`src/rtl/delay_mem_arbiter_pkg.sv`:
```
// Shared definitions for the delay-line memory arbiter: requester ids and
// zero-fill sequencer states.
package delay_mem_arbiter_pkg;

    localparam logic ID_A = 1'b0;
    localparam logic ID_B = 1'b1;

    typedef enum logic {
        DELAY_ARB_IDLE  = 1'b0,
        DELAY_ARB_CLEAR = 1'b1
    } arb_state_e;

endpackage

```
`src/rtl/delay_mem_arbiter_if.sv`:
```
// Bundle of the two pipeline ports, the zero-fill control port and the
// delay-memory port. "slave" is the arbiter side, "master" the environment.
interface delay_mem_arbiter_if #(
    parameter int unsigned data_width = 16,
    parameter int unsigned addr_width = 16
);
    logic                  a_req;
    logic                  a_we;
    logic [addr_width-1:0] a_addr;
    logic [data_width-1:0] a_wdata;
    logic                  a_ack;
    logic [data_width-1:0] a_rdata;
    logic                  a_rvalid;

    logic                  b_req;
    logic                  b_we;
    logic [addr_width-1:0] b_addr;
    logic [data_width-1:0] b_wdata;
    logic                  b_ack;
    logic [data_width-1:0] b_rdata;
    logic                  b_rvalid;

    logic                  clear_start;
    logic [addr_width-1:0] clear_base;
    logic [addr_width:0]   clear_len;
    logic                  clear_busy;
    logic                  clear_done;

    logic                  mem_en;
    logic                  mem_we;
    logic [addr_width-1:0] mem_addr;
    logic [data_width-1:0] mem_wdata;
    logic [data_width-1:0] mem_rdata;

    modport slave (
        input  a_req, a_we, a_addr, a_wdata,
        output a_ack, a_rdata, a_rvalid,
        input  b_req, b_we, b_addr, b_wdata,
        output b_ack, b_rdata, b_rvalid,
        input  clear_start, clear_base, clear_len,
        output clear_busy, clear_done,
        output mem_en, mem_we, mem_addr, mem_wdata,
        input  mem_rdata
    );

    modport master (
        output a_req, a_we, a_addr, a_wdata,
        input  a_ack, a_rdata, a_rvalid,
        output b_req, b_we, b_addr, b_wdata,
        input  b_ack, b_rdata, b_rvalid,
        output clear_start, clear_base, clear_len,
        input  clear_busy, clear_done,
        input  mem_en, mem_we, mem_addr, mem_wdata,
        output mem_rdata
    );

endinterface

```
`src/rtl/delay_arb_tag_pipe.sv`:
```
// {valid, id} shift register that tracks outstanding reads so returning data
// can be steered to the pipeline that issued it.
module delay_arb_tag_pipe #(
    parameter int unsigned depth = 2
) (
    input  logic clk,
    input  logic rst_n,
    input  logic in_valid,
    input  logic in_id,
    output logic out_valid,
    output logic out_id
);

    logic [depth-1:0] valid_q, valid_d;
    logic [depth-1:0] id_q, id_d;

    always_comb begin
        valid_d[0] = in_valid;
        id_d[0]    = in_id;
        for (int i = 1; i < int'(depth); i++) begin
            valid_d[i] = valid_q[i-1];
            id_d[i]    = id_q[i-1];
        end
    end

    always_ff @(posedge clk or negedge rst_n) begin
        if (!rst_n) begin
            valid_q <= '0;
            id_q    <= '0;
        end else begin
            valid_q <= valid_d;
            id_q    <= id_d;
        end
    end

    assign out_valid = valid_q[depth-1];
    assign out_id    = id_q[depth-1];

endmodule

```
`src/rtl/delay_mem_arbiter.sv`:
```
// Single-port delay-memory arbiter: round-robin between pipelines A and B,
// background zero-fill in idle slots, read data steered back by tag.
module delay_mem_arbiter
    import delay_mem_arbiter_pkg::*;
#(
    parameter int unsigned data_width  = 16,
    parameter int unsigned addr_width  = 16,
    parameter int unsigned mem_latency = 2
) (
    input logic                clk,
    input logic                rst_n,
    delay_mem_arbiter_if.slave bus
);

    arb_state_e            state_q, state_d;
    logic [addr_width-1:0] ptr_q, ptr_d;
    logic [addr_width:0]   remaining_q, remaining_d;
    logic                  clear_busy_q, clear_busy_d;
    logic                  clear_done_q, clear_done_d;
    logic                  prio_q, prio_d;  // requester favoured when both compete
    logic                  a_ack_q, a_ack_d;
    logic                  b_ack_q, b_ack_d;
    logic                  mem_en_q, mem_en_d;
    logic                  mem_we_q, mem_we_d;
    logic [addr_width-1:0] mem_addr_q, mem_addr_d;
    logic [data_width-1:0] mem_wdata_q, mem_wdata_d;
    logic [data_width-1:0] a_rdata_q, a_rdata_d;
    logic [data_width-1:0] b_rdata_q, b_rdata_d;

    logic cand_a, cand_b;
    logic grant_a, grant_b, grant_clr;
    logic tag_valid, tag_id;
    logic a_rvalid, b_rvalid;

    // A requester whose ack is high this cycle is still holding the request
    // it was just granted, so it must not be considered again.
    always_comb begin
        cand_a    = bus.a_req & ~a_ack_q;
        cand_b    = bus.b_req & ~b_ack_q;
        grant_a   = cand_a & (~cand_b | (prio_q == ID_A));
        grant_b   = cand_b & (~cand_a | (prio_q == ID_B));
        grant_clr = ~cand_a & ~cand_b & (state_q == DELAY_ARB_CLEAR) &
                    (remaining_q != '0);
    end

    always_comb begin
        a_ack_d     = grant_a;
        b_ack_d     = grant_b;
        mem_en_d    = grant_a | grant_b | grant_clr;
        mem_we_d    = 1'b0;
        mem_addr_d  = mem_addr_q;
        mem_wdata_d = mem_wdata_q;
        prio_d      = prio_q;
        if (grant_a) begin
            mem_we_d    = bus.a_we;
            mem_addr_d  = bus.a_addr;
            mem_wdata_d = bus.a_wdata;
            prio_d      = ID_B;
        end else if (grant_b) begin
            mem_we_d    = bus.b_we;
            mem_addr_d  = bus.b_addr;
            mem_wdata_d = bus.b_wdata;
            prio_d      = ID_A;
        end else if (grant_clr) begin
            mem_we_d    = 1'b1;
            mem_addr_d  = ptr_q;
            mem_wdata_d = '0;
        end
    end

    // Completion is seen one cycle after the last write issues (remaining has
    // reached zero), which also covers a zero-length request.
    always_comb begin
        state_d      = state_q;
        ptr_d        = ptr_q;
        remaining_d  = remaining_q;
        clear_busy_d = clear_busy_q;
        clear_done_d = 1'b0;
        unique case (state_q)
            DELAY_ARB_IDLE: begin
                if (bus.clear_start) begin
                    state_d      = DELAY_ARB_CLEAR;
                    ptr_d        = bus.clear_base;
                    remaining_d  = bus.clear_len;
                    clear_busy_d = 1'b1;
                end
            end
            DELAY_ARB_CLEAR: begin
                if (remaining_q == '0) begin
                    state_d      = DELAY_ARB_IDLE;
                    clear_busy_d = 1'b0;
                    clear_done_d = 1'b1;
                end else if (grant_clr) begin
                    ptr_d       = ptr_q + 1'b1;
                    remaining_d = remaining_q - 1'b1;
                end
            end
        endcase
    end

    always_comb begin
        a_rvalid  = tag_valid & (tag_id == ID_A);
        b_rvalid  = tag_valid & (tag_id == ID_B);
        a_rdata_d = a_rvalid ? bus.mem_rdata : a_rdata_q;
        b_rdata_d = b_rvalid ? bus.mem_rdata : b_rdata_q;
    end

    always_ff @(posedge clk or negedge rst_n) begin
        if (!rst_n) begin
            state_q      <= DELAY_ARB_IDLE;
            ptr_q        <= '0;
            remaining_q  <= '0;
            clear_busy_q <= 1'b0;
            clear_done_q <= 1'b0;
            prio_q       <= ID_A;
            a_ack_q      <= 1'b0;
            b_ack_q      <= 1'b0;
            mem_en_q     <= 1'b0;
            mem_we_q     <= 1'b0;
            mem_addr_q   <= '0;
            mem_wdata_q  <= '0;
            a_rdata_q    <= '0;
            b_rdata_q    <= '0;
        end else begin
            state_q      <= state_d;
            ptr_q        <= ptr_d;
            remaining_q  <= remaining_d;
            clear_busy_q <= clear_busy_d;
            clear_done_q <= clear_done_d;
            prio_q       <= prio_d;
            a_ack_q      <= a_ack_d;
            b_ack_q      <= b_ack_d;
            mem_en_q     <= mem_en_d;
            mem_we_q     <= mem_we_d;
            mem_addr_q   <= mem_addr_d;
            mem_wdata_q  <= mem_wdata_d;
            a_rdata_q    <= a_rdata_d;
            b_rdata_q    <= b_rdata_d;
        end
    end

    delay_arb_tag_pipe #(
        .depth(mem_latency)
    ) u_tag_pipe (
        .clk      (clk),
        .rst_n    (rst_n),
        .in_valid (mem_en_q & ~mem_we_q),
        .in_id    (a_ack_q ? ID_A : ID_B),
        .out_valid(tag_valid),
        .out_id   (tag_id)
    );

    assign bus.a_ack      = a_ack_q;
    assign bus.b_ack      = b_ack_q;
    assign bus.a_rvalid   = a_rvalid;
    assign bus.b_rvalid   = b_rvalid;
    assign bus.a_rdata    = a_rdata_d;
    assign bus.b_rdata    = b_rdata_d;
    assign bus.clear_busy = clear_busy_q;
    assign bus.clear_done = clear_done_q;
    assign bus.mem_en     = mem_en_q;
    assign bus.mem_we     = mem_we_q;
    assign bus.mem_addr   = mem_addr_q;
    assign bus.mem_wdata  = mem_wdata_q;

endmodule

```
`src/flat_wrapper.sv`:
```
// flat-port wrapper written by rule: the top's interface ports become plain ports
module delay_mem_arbiter_flat import delay_mem_arbiter_pkg::*;
#(
    parameter int unsigned data_width  = 16,
    parameter int unsigned addr_width  = 16,
    parameter int unsigned mem_latency = 2
)
  (clk, rst_n, bus_a_req, bus_a_we, bus_a_addr, bus_a_wdata, bus_a_ack, bus_a_rdata, bus_a_rvalid, bus_b_req, bus_b_we, bus_b_addr, bus_b_wdata, bus_b_ack, bus_b_rdata, bus_b_rvalid, bus_clear_start, bus_clear_base, bus_clear_len, bus_clear_busy, bus_clear_done, bus_mem_en, bus_mem_we, bus_mem_addr, bus_mem_wdata, bus_mem_rdata);
  delay_mem_arbiter_if #(.data_width(data_width), .addr_width(addr_width)) bus_i ();
  input logic clk;
  input logic rst_n;
  input wire logic [$bits(bus_i.a_req)-1:0] bus_a_req;
  input wire logic [$bits(bus_i.a_we)-1:0] bus_a_we;
  input wire logic [$bits(bus_i.a_addr)-1:0] bus_a_addr;
  input wire logic [$bits(bus_i.a_wdata)-1:0] bus_a_wdata;
  output wire logic [$bits(bus_i.a_ack)-1:0] bus_a_ack;
  output wire logic [$bits(bus_i.a_rdata)-1:0] bus_a_rdata;
  output wire logic [$bits(bus_i.a_rvalid)-1:0] bus_a_rvalid;
  input wire logic [$bits(bus_i.b_req)-1:0] bus_b_req;
  input wire logic [$bits(bus_i.b_we)-1:0] bus_b_we;
  input wire logic [$bits(bus_i.b_addr)-1:0] bus_b_addr;
  input wire logic [$bits(bus_i.b_wdata)-1:0] bus_b_wdata;
  output wire logic [$bits(bus_i.b_ack)-1:0] bus_b_ack;
  output wire logic [$bits(bus_i.b_rdata)-1:0] bus_b_rdata;
  output wire logic [$bits(bus_i.b_rvalid)-1:0] bus_b_rvalid;
  input wire logic [$bits(bus_i.clear_start)-1:0] bus_clear_start;
  input wire logic [$bits(bus_i.clear_base)-1:0] bus_clear_base;
  input wire logic [$bits(bus_i.clear_len)-1:0] bus_clear_len;
  output wire logic [$bits(bus_i.clear_busy)-1:0] bus_clear_busy;
  output wire logic [$bits(bus_i.clear_done)-1:0] bus_clear_done;
  output wire logic [$bits(bus_i.mem_en)-1:0] bus_mem_en;
  output wire logic [$bits(bus_i.mem_we)-1:0] bus_mem_we;
  output wire logic [$bits(bus_i.mem_addr)-1:0] bus_mem_addr;
  output wire logic [$bits(bus_i.mem_wdata)-1:0] bus_mem_wdata;
  input wire logic [$bits(bus_i.mem_rdata)-1:0] bus_mem_rdata;
  assign bus_i.a_req = bus_a_req;
  assign bus_i.a_we = bus_a_we;
  assign bus_i.a_addr = bus_a_addr;
  assign bus_i.a_wdata = bus_a_wdata;
  assign bus_a_ack = bus_i.a_ack;
  assign bus_a_rdata = bus_i.a_rdata;
  assign bus_a_rvalid = bus_i.a_rvalid;
  assign bus_i.b_req = bus_b_req;
  assign bus_i.b_we = bus_b_we;
  assign bus_i.b_addr = bus_b_addr;
  assign bus_i.b_wdata = bus_b_wdata;
  assign bus_b_ack = bus_i.b_ack;
  assign bus_b_rdata = bus_i.b_rdata;
  assign bus_b_rvalid = bus_i.b_rvalid;
  assign bus_i.clear_start = bus_clear_start;
  assign bus_i.clear_base = bus_clear_base;
  assign bus_i.clear_len = bus_clear_len;
  assign bus_clear_busy = bus_i.clear_busy;
  assign bus_clear_done = bus_i.clear_done;
  assign bus_mem_en = bus_i.mem_en;
  assign bus_mem_we = bus_i.mem_we;
  assign bus_mem_addr = bus_i.mem_addr;
  assign bus_mem_wdata = bus_i.mem_wdata;
  assign bus_i.mem_rdata = bus_mem_rdata;
  delay_mem_arbiter #(.data_width(data_width), .addr_width(addr_width), .mem_latency(mem_latency)) u_core (.clk(clk), .rst_n(rst_n), .bus(bus_i));
endmodule
```
`config.mk`:
```
export PLATFORM = sky130hd
export DESIGN_NAME = delay_mem_arbiter_flat
export DESIGN_NICKNAME = d
export VERILOG_FILES = /design/src/rtl/delay_mem_arbiter_pkg.sv /design/src/rtl/delay_mem_arbiter_if.sv /design/src/rtl/delay_arb_tag_pipe.sv /design/src/rtl/delay_mem_arbiter.sv /design/src/flat_wrapper.sv
export SDC_FILE = /design/constraint.sdc
export NUM_CORES = 1
export LEC_CHECK = 0
export CAP_MARGIN = 20
export CORE_UTILIZATION = 47
export CTS_BUF_LIST = sky130_fd_sc_hd__clkbuf_2
export CTS_CLUSTER_DIAMETER = 120
export CTS_CLUSTER_SIZE = 10
export DETAILED_ROUTE_END_ITERATION = 8
export PLACE_DENSITY = 0.88
export SLEW_MARGIN = 20
export SYNTH_ARGS = -nofsm -noshare
export SYNTH_HDL_FRONTEND = slang
export SYNTH_SLANG_ARGS = --single-unit
export TNS_END_PERCENT = 100
```
`constraint.sdc`:
```
create_clock -name clk -period 3.5 [get_ports clk]
set_input_delay 0.7 -clock clk [delete_from_list [all_inputs] [get_ports clk]]
set_output_delay 0.7 -clock clk [all_outputs]
set_load 0.02 [all_outputs]
```
==> impl_metrics.yaml, run 1 <==
power_and_ir_drop:
  p_seq_share_pct: 42.8
  p_clk_share_pct: 11.9
  power_w: 0.004459
  p_comb_share_pct: 45.2
  p_leak_nw: 3.137
  intPower_w: 0.002770
  p_per_area_mw_per_mm2: 588.6
  ir_drop_mv: 0.5009
  sw_frac_of_total_pct: 37.88
  power.switching_w: 0.001689
placed_design:
  dp_hpwl_microns: 11270
  gp_congestion: 0.8690
  dp_worst_setup_slack_ns: 0.4760
  io_buffers: 191
  place_area_sq_mm: 0.007453
setup_path:
  crit_chain: "nand2b_1 -> mux2_2 -> clkdlybuf4s50_1"
  path_class: "register to output pin"
  rrSetupSlack_ns: 0.68
  reg2reg_from: "u_core.remaining_q[0]"
  crit_fanout: 17
  setup.worst_path.start_class: "register"
  cpMaxStageDelayCell: "nand2b_1"
  critical_path_arrival_ns: 2.61
  end_kind: "output pin"
  reg2regPathDepth: 7
  critPathMaxStageDelay_ns: 0.66
  r2r-end: "u_core.ptr_q[0]"
  required_ns: 2.80
grt:
  grt_pass1_wl_microns: 23380
  grt_start_max_net_pins: 56
  grt_pass1_vias: 4613
  grt.overflow.total: 0
  antenna_found_initial: 0
  grtUsageTotal_pct: 25.45
die:
  core_area_sq_mm: 0.01103
  start_util_pct: 48.97
  die_h_microns: 109.2
  io_pins: 192
  fp.dieW_microns: 109.2
  rows: 38
  die_area_sq_mm: 0.01192
final_layout:
  layout.nets: 810
  diodes: 0
  drive_above_1_share_pct: 12.70
  regArea_sq_mm: 0.002728
  fin_area_sq_mm: 0.007576
  syn2layout_area_growth_pct: 40.26
  fillers: 790
  multi_input_area_sq_mm: 0.002446
routing:
  firstDrtPassIters: 6
  first_iter_violations: 521
  postRouteAntennaNets: 0
  wl_per_cell_microns: 18.58
  drcViolationCount: 0
  vias_per_cell: 5.854
  num_vias: 4876
  drt_wl_total_microns: 15480
timing:
  finalCritPeriodShare_pct: 94.56
  relSlewSlack_pct: 44.00
  max_freq_mhz: 302.2
  fin_skew_ns: 0.02960
  tightest_slew_ns: 0.8400
  worst_slack_ns: 0.1904
  setup_viol: 0
  hold_viol: 0
  rsz0062_at_grt: "no"
  finalSetupTns_ns: 0
  timing.hold.ws_ns: 0.09629
  report.final.slew_viol_count: 0
  final.min_clock_period_ns: 3.310
clock_network:
  cts_resized: 0
  clkSlewWorstSetupHoldPaths_ns: 0.31
  cts_setup_buffers: 0
  cts-root-buf: "clkbuf_2"
  cts_sinks: 109
  insertion_delay_ns: 0.59
  cts_tree: "done"
  cts_buffer_depth: 2
  cts_htree_levels: 3
  cts_inserted_buffers: 9
  cts_hold_buf: 0
hold_path:
  hold_class: "primary input to async pin"
synthesis:
  syn_area_per_cell_sq_um: 10.59
  syn_inst: 510
  async_flop_share_pct: 100.0
  synthSimpleGateAreaFrac_pct: 12.76
  synth_area_leaders: "dfrtp_1 50%, mux2_2 8.3%, mux2i_1 3.9%"
  synth_nets: 632
  syn-cell-area_sq_mm: 0.005401
  ys_seq_elements: 109
  synth_compound_area_share_pct: 15.89
  synth_adder_area_share_pct: 0.4633
  synth_seq_area_share_pct: 50.50
  synth.area.mux_share_pct: 14.73
  synth_top_area_cell: "dfrtp_1"
  yosysWarnings: 0
  synth.distinct_cells: 53
  synthXorXnorAreaFrac_pct: 1.135
  synthDominantCellAreaShare_pct: 50.50
  ys.flop_type: "dfrtp_1"
  synth_edf_count: 0
  synth_top_family_by_area: "compound AO/OA/AOI/OAI gates"
flow_run:
  max_cap_viol_count: 0
status:
  status: "finished, final reports clean"
==> kinds of logic (layout without fill, tap and decap cells) <==
kind of cell               count (synthesis)  in the layout
and+or+nand+nor                          131            131
adders and majority gates                  2              2
xor gates and xnor gates                   7              7
DFF                                      109            109
buffers and inverters                     61            244
muxes                                     70             70
AOI/OAI and AO/OA                        130            130
==> layer usage <==
| layer | vias up | GRT usage [%] | wire [microns] |
|---|---|---|---|
| li1 | 2236 | - | - |
| met1 | 2359 | 32.42 | 6158 |
| met2 | 259 | 44.12 | 7699 |
| met3 | 22 | 6.097 | 1407 |
| met4 | 0 | 5.048 | 210 |
| met5 | - | 0 | 0 |
==> stage by stage <==
stage | instances | util (%)
after global placement | 816 | 67.57
after detailed placement | 816 | 67.57
after global routing | 833 | 68.68
final | 833 | 68.68
after CTS | 832 | 68.43
after floorplan | 510 | -
==> how the worst max path moves through the flow <==
stage | startpoint | endpoint | depth (start not counted)
2_1_floorplan | u_core.remaining_q[0] | u_core.bus.mem_addr[10] | 8
3_3_place_gp | bus_b_req | u_core.bus.mem_addr[4] | 7
3_5_place_dp | bus_b_req | u_core.bus.mem_addr[12] | 7
4_1_cts | u_core.u_tag_pipe.id_q[1] | bus_a_rdata[8] | 3
5_1_grt | u_core.u_tag_pipe.id_q[1] | bus_a_rdata[8] | 3
6_report | u_core.u_tag_pipe.id_q[1] | bus_a_rdata[8] | 3
==> cell type report <==
class / instances / share of cell area, %
inverters: 24 / 1.222
well taps: 140 / 2.312
repair buffers: 204 / 26.92
clock inverters: 7 / 0.6606
multi-input cells: 340 / 32.29
clock buffers: 9 / 0.5945
flip-flops and latches: 109 / 36.00
==> cells in the mapped netlist, drive strengths merged (13+ instances only) <==
cell type,number
a21oi,35
a222oi,16
clkbuf,28
dfrtp,109
inv,24
mux2,49
mux2i,21
nand2,31
nand3,14
nand4,13
nor2,23
o21ai,33
==> sequential cells by signal, indices dropped and copies added, names as in the netlist <==
signal and count:
u_core.remaining_q 17, u_core.a_rdata_q 16, u_core.b_rdata_q 16, u_core.bus.mem_addr 16, u_core.bus.mem_wdata 16, u_core.ptr_q 16
u_core.u_tag_pipe.id_q 2, u_core.u_tag_pipe.valid_q 2, u_core.bus.a_ack 1, u_core.bus.b_ack 1, u_core.bus.clear_busy 1, u_core.bus.clear_done 1
u_core.bus.mem_en 1, u_core.bus.mem_we 1, u_core.prio_q 1, u_core.state_q 1
==> placed cells by master, fill, tap and decap left out, types with 3 or more instances in the layout <==
| cell type | netlist | routed |
|---|---|---|
| nand2_1 | 31 | 31 |
| xor2_1 | 4 | 4 |
| or4_1 | 4 | 4 |
| nor4_1 | 5 | 5 |
| mux2_2 | 40 | 40 |
| a211oi_1 | 8 | 8 |
| a31oi_1 | 3 | 3 |
| nand2b_1 | 6 | 6 |
| dfrtp_1 | 109 | 109 |
| a21oi_1 | 34 | 33 |
| o21a_1 | 3 | 3 |
| inv_1 | 23 | 23 |
| a2bb2oi_1 | 4 | 4 |
| buf_4 | 0 | 12 |
| and3_1 | 4 | 4 |
| clkbuf_2 | 0 | 9 |
| nor2b_1 | 11 | 11 |
| clkdlybuf4s50_1 | 0 | 190 |
| nand4_1 | 13 | 13 |
| nor2_1 | 23 | 23 |
| a22oi_1 | 5 | 5 |
| mux2i_1 | 21 | 21 |
| o22ai_1 | 9 | 9 |
| o21ai_0 | 33 | 33 |
| a222oi_1 | 16 | 16 |
| xnor2_1 | 3 | 3 |
| nor3_1 | 8 | 8 |
| nand3_1 | 14 | 14 |
| mux2_4 | 9 | 9 |
==> worst max-delay path, delay by kind of cell (launching register included) <==
kind / cells / cell delay (ns)
multiplexers: 1 / 0.42
flip-flops: 1 / 0.40
AND/OR/NAND/NOR: 1 / 0.66
buffers and inverters: 1 / 0.56
==> power groups by stage <==
stage	clock network, W	registers (W)	logic, W
after floorplan	0	0.00194	0.00106
after global placement	0	0.00190	0.00194
after detailed placement	0	0.00193	0.00201
after CTS	0.000536	0.00190	0.00201
after global routing	0.000588	0.00195	0.00217
final	0.000531	0.00191	0.00202
Power figures use the tool's default switching activity.
==> inputs of run 2 (changes only) <==
--- a/config.mk
+++ b/config.mk
@@ -5,6 +5,7 @@
 export SDC_FILE = /design/constraint.sdc
 export NUM_CORES = 1
 export LEC_CHECK = 0
+export ABC_CLOCK_PERIOD_IN_PS = 3500
 export CAP_MARGIN = 20
 export CORE_UTILIZATION = 47
 export CTS_BUF_LIST = sky130_fd_sc_hd__clkbuf_2
==> results of run 2 <==
The final DEF is identical to that of run 1; final timing and power are the same.
